==> config.mk <==
export PLATFORM = sky130hd
export DESIGN_NAME = program_sequencer
export DESIGN_NICKNAME = d
export VERILOG_FILES = /design/src/rtl/program_sequencer_pkg.sv /design/src/rtl/program_sequencer_return_stack.sv /design/src/rtl/program_sequencer.sv
export SDC_FILE = /design/constraint.sdc
export NUM_CORES = 1
export LEC_CHECK = 0
export CORE_MARGIN = 2
export CORE_UTILIZATION = 45
export DETAILED_ROUTE_END_ITERATION = 8
export GPL_TIMING_DRIVEN = 0
export PLACE_DENSITY = 0.74
export SLEW_MARGIN = 20
export SYNTH_ARGS = -nofsm -noshare
export SYNTH_HDL_FRONTEND = slang
export SYNTH_HIERARCHICAL = 1
export SYNTH_SLANG_ARGS = --single-unit
==> constraint.sdc <==
create_clock -name clk -period 2.85 [get_ports clk]
set_input_delay 0.4275 -clock clk [delete_from_list [all_inputs] [get_ports clk]]
set_output_delay 0.4275 -clock clk [all_outputs]
set_load 0.05 [all_outputs]
==> src/rtl/program_sequencer_pkg.sv <==
// Shared defaults and the next-PC select encoding for the program sequencer.
package program_sequencer_pkg;

  localparam int PC_W_DEF     = 11;
  localparam int DEPTH_DEF    = 8;
  localparam int RESET_PC_DEF = 0;

  typedef enum logic [2:0] {
    SEL_HOLD,
    SEL_RET,
    SEL_BSR,
    SEL_JMP,
    SEL_INC
  } next_sel_e;

endpackage

==> src/rtl/program_sequencer_return_stack.sv <==
// DEPTH x W return-address LIFO; full/empty guards make illegal push/pop no-ops.
module return_stack
  import program_sequencer_pkg::*;
#(
  parameter int W     = PC_W_DEF,
  parameter int DEPTH = DEPTH_DEF,
  localparam int CW   = $clog2(DEPTH + 1),
  localparam int IW   = $clog2(DEPTH)
) (
  input  logic          clk,
  input  logic          reset,
  input  logic          push,
  input  logic          pop,
  input  logic [W-1:0]  din,
  output logic [W-1:0]  dout,
  output logic [CW-1:0] count,
  output logic          full,
  output logic          empty
);

  logic [W-1:0]  r_mem [DEPTH];
  logic [CW-1:0] r_count;
  logic [CW-1:0] w_top;
  logic          w_do_push;
  logic          w_do_pop;

  assign full      = (r_count == CW'(DEPTH));
  assign empty     = (r_count == '0);
  assign count     = r_count;
  assign w_do_push = push && !full;
  assign w_do_pop  = pop && !push && !empty;

  // Top entry sits one below the count; dout is meaningless while empty.
  assign w_top = r_count - CW'(1);
  assign dout  = r_mem[w_top[IW-1:0]];

  always_ff @(posedge clk) begin
    if (reset) begin
      r_count <= '0;
    end else if (w_do_push) begin
      r_count <= r_count + CW'(1);
    end else if (w_do_pop) begin
      r_count <= r_count - CW'(1);
    end
  end

  // Contents need no reset: an empty stack is never read.
  always_ff @(posedge clk) begin
    if (!reset && w_do_push) begin
      r_mem[r_count[IW-1:0]] <= din;
    end
  end

endmodule

==> src/rtl/program_sequencer.sv <==
// Program counter with subroutine return stack; picks the next address by priority each clock.
module program_sequencer
  import program_sequencer_pkg::*;
#(
  parameter int              PC_W     = PC_W_DEF,
  parameter int              DEPTH    = DEPTH_DEF,
  parameter logic [PC_W-1:0] RESET_PC = PC_W'(RESET_PC_DEF),
  localparam int             SP_W     = $clog2(DEPTH + 1)
) (
  input  logic            clk,
  input  logic            reset,
  input  logic            hold,
  input  logic            pre_load,
  input  logic            is_bsr,
  input  logic            is_ret,
  input  logic [PC_W-1:0] s,
  output logic [PC_W-1:0] pc,
  output logic [SP_W-1:0] sp,
  output logic            stack_full,
  output logic            stack_empty,
  output logic            ovf,
  output logic            udf
);

  logic [PC_W-1:0] r_pc;
  logic            r_ovf;
  logic            r_udf;
  next_sel_e       w_sel;
  logic [PC_W-1:0] w_pc_inc;
  logic [PC_W-1:0] w_top;
  logic            w_full;
  logic            w_empty;
  logic            w_push;
  logic            w_pop;

  always_comb begin
    w_sel = SEL_INC;
    if (hold) begin
      w_sel = SEL_HOLD;
    end else if (is_ret) begin
      w_sel = SEL_RET;
    end else if (is_bsr) begin
      w_sel = SEL_BSR;
    end else if (pre_load) begin
      w_sel = SEL_JMP;
    end
  end

  // Wraps modulo 2^PC_W; the pushed return address wraps the same way.
  assign w_pc_inc = r_pc + PC_W'(1);
  assign w_push   = (w_sel == SEL_BSR);
  assign w_pop    = (w_sel == SEL_RET);

  return_stack #(
    .W     (PC_W),
    .DEPTH (DEPTH)
  ) u_stack (
    .clk   (clk),
    .reset (reset),
    .push  (w_push),
    .pop   (w_pop),
    .din   (w_pc_inc),
    .dout  (w_top),
    .count (sp),
    .full  (w_full),
    .empty (w_empty)
  );

  always_ff @(posedge clk) begin
    if (reset) begin
      r_pc  <= RESET_PC;
      r_ovf <= 1'b0;
      r_udf <= 1'b0;
    end else begin
      case (w_sel)
        SEL_HOLD: r_pc <= r_pc;
        SEL_RET: begin
          if (w_empty) begin
            r_pc  <= w_pc_inc;
            r_udf <= 1'b1;
          end else begin
            r_pc <= w_top;
          end
        end
        SEL_BSR: begin
          r_pc <= s;
          if (w_full) begin
            r_ovf <= 1'b1;
          end
        end
        SEL_JMP: r_pc <= s;
        default: r_pc <= w_pc_inc;
      endcase
    end
  end

  assign pc          = r_pc;
  assign stack_full  = w_full;
  assign stack_empty = w_empty;
  assign ovf         = r_ovf;
  assign udf         = r_udf;

endmodule

==> flow_summary.yaml <==
die:
  core_um2: 10300
  fp.dieW_um: 107
  rows: 37
  start_util: 0.460
  ios: 36
  die-area_um2: 11300
  die_y_um: 107
worst_setup_path:
  end_kind: "flip-flop"
  crit_required_ns: 3.13
  worstSetupPathType: "reg2reg"
  worstSetupStartpointType: "flip-flop"
  critPathMaxFanout: 11
  critPathArrivalTime_ns: 3.06
job:
  maxCapViolCount: 0
sta:
  fin_ws_ns: 0.0608
  worst_pin_slew_ns: 0.725
  rsz0062_at_grt: "no"
  layout_min_cycle_time_ns: 2.79
  clock_skew_ns: 0.0174
  period_share: 0.979
  setup_tns_ns: 0
  slew_headroom: 0.513
  hold_viol_final: 0
  setup_viol: 0
  slew_violations: 0
  fmax_ghz: 0.359
clock_tree:
  clk_pin_slew_ns: 0.10
  cts-root-buf: "clkbuf_8"
  htree_levels: 3
  clk_latency_ns: 0.38
  cts_tree: "built"
  clockBufferDepth: 2
  numCtsBuffers: 9
  holdBufCountCts: 0
  clock_sinks: 105
yosys:
  synthFlopType: "edfxtp_1"
  yosys-top-cells-area: "edfxtp_1 56%, dfxtp_1 7.2%, mux4_2 6.7%, mux4_1 4.4%, mux2_2 2.9%"
  synth_cell_type_count: 61
  synth_nets: 316
  synth-edff-count: 88
  synthesis.area_um2: 4730
  postSynthAreaPerCell_um2: 16.0
  netlist_instances: 296
  synth_top_cell_area_share: 0.559
  yosys.area.top_type: "edfxtp_1"
  yosysWarnings: 6
  synthArstFlopShare: 0
  synth-seq-cells: 105
  synth-seq-area-share: 0.631
global_route:
  grt_pass1_wl_mm: 15.1
  antenna_found_initial: 0
  grt_overflow: 0
  grt_usage: 0.182
  grt_pass1_vias: 2831
  grt_max_degree: 21
place:
  dp_slack_ns: -0.716
  port_buffers: 35
  dpl-instance-area_um2: 5260
  dp_hpwl_mm: 6.77
  place.gp.congestion: 0.782
final_layout:
  layout_commonest_cell: "edfxtp_1"
  stdcell_area_um2: 5610
  area_growth_pct: 18.6
  fin_util: 0.546
  antenna_cells: 0
  fin_nets: 365
  final_cell_mix: "88 x edfxtp_1, 33 x clkdlybuf4s50_1, 15 x dfxtp_1, 14 x mux4_2"
  drive_above_1_share: 0.237
route:
  drt_iter0_markers: 249
  drt_pre_antenna_iters: 4
  wire_per_inst_um: 20.5
  drcViolationCount: 0
  routed-via-count: 2773
  drtAntennaViolNets: 0
  vias_per_cell: 5.71
  drt-total-wl_mm: 9.97
power_and_ir_drop:
  max-vdd-ir-drop_uv: 446
  powerDensity_nw_per_um2: 584
  p_leak_nw: 1.82
outcome:
  status: "complete, no violations"
min_path:
  hold_class: "reg2reg"
## cell families (layout without fill, tap and decap cells)
group,after synthesis,after routing,synth area share
compound gates,44,44,0.0717
xor+xnor,11,11,0.0204
fa+ha+maj,3,3,0.00794
buf+inv,31,85,0.0373
flops,105,105,0.631
mux,36,36,0.144
simple gates,66,66,0.0879
## worst paths after layout
kind,start,end,slack (ns),cells after the start
min reg2reg,ovf,ovf,0.48,2
max,u_stack/count[1],pc[6],0.06,10
min,ovf,ovf,0.48,2
max reg2reg,u_stack/count[1],pc[6],0.06,10
## power by group
group	internal [mW]	switching, mW	leakage, nW
clock	0.340	0.527	0.0953
combinational	0.299	0.369	0.782
sequential	1.71	0.0316	0.944
## state kept, by name (all words and copies together) (netlist names)
| signal | count |
|---|---|
| u_stack/r_mem | 88 |
| pc | 11 |
| u_stack/count | 4 |
| ovf | 1 |
| udf | 1 |
## critical path, stage by stage, from the launching register on
cell      delay, ns
dfxtp_2        0.51
inv_1          0.12
ha_2           0.35
buf_6          0.12
buf_8          0.15
mux4_2         0.31
mux2_2         0.28
and3b_1        0.16
a311o_1        0.35
o221ai_1       0.15
o21ba_2        0.18
## through the flow
| stage | cells | hold WS [ns] | total power, mW |
|---|---|---|---|
| 3_5_place_dp | 467 | 0.461 | 2.40 |
| 2_1_floorplan | 296 | 0.497 | 2.20 |
| 3_3_place_gp | 467 | 0.455 | 2.38 |
| 5_1_grt | 486 | 0.509 | 3.40 |
| 6_report | 486 | 0.483 | 3.28 |
| 4_1_cts | 484 | 0.486 | 3.28 |
## layout make-up
class / instances / area [um2]
Buffer: 17 / 168
Clock buffer: 10 / 128
Clock inverter: 6 / 57.6
Fill cell: 831 / 4670
Inverter: 13 / 53.8
Multi-Input combinational cell: 160 / 1640
Sequential cell: 105 / 2990
Tap cell: 136 / 170
Timing Repair Buffer: 39 / 405
## what timing repair did
item / CTS / global route
pin swaps: 0 / 2
endpoints found under the hold margin: 0 / 0
setup buffers: 1 / 3
gates resized for setup: 24 / 5
endpoints found under the setup margin: 89 / 69
## cells in the mapped netlist, types with 5 or more instances
master	n
xnor2_1	9
mux4_2	14
nor2b_1	6
nor2_1	14
dfxtp_1	17
clkbuf_1	6
mux2_2	12
inv_1	12
nand3_1	5
a221oi_1	10
buf_2	5
edfxtp_1	88
mux4_1	8
nand2_1	8
a21oi_1	11
## layer usage
metal / vias to the layer above / GRT usage / wire length (um) / part of all wire
li1: 1286 / - / - / -
met2: 85 / 0.303 / 5030 / 0.50
met3: 17 / 0.0380 / 414 / 0.042
met4: 0 / 0.0751 / 215 / 0.022
met5: - / 0 / 0 / 0
met1: 1385 / 0.232 / 4310 / 0.43
No activity file was read; power rests on OpenSTA's default activity.
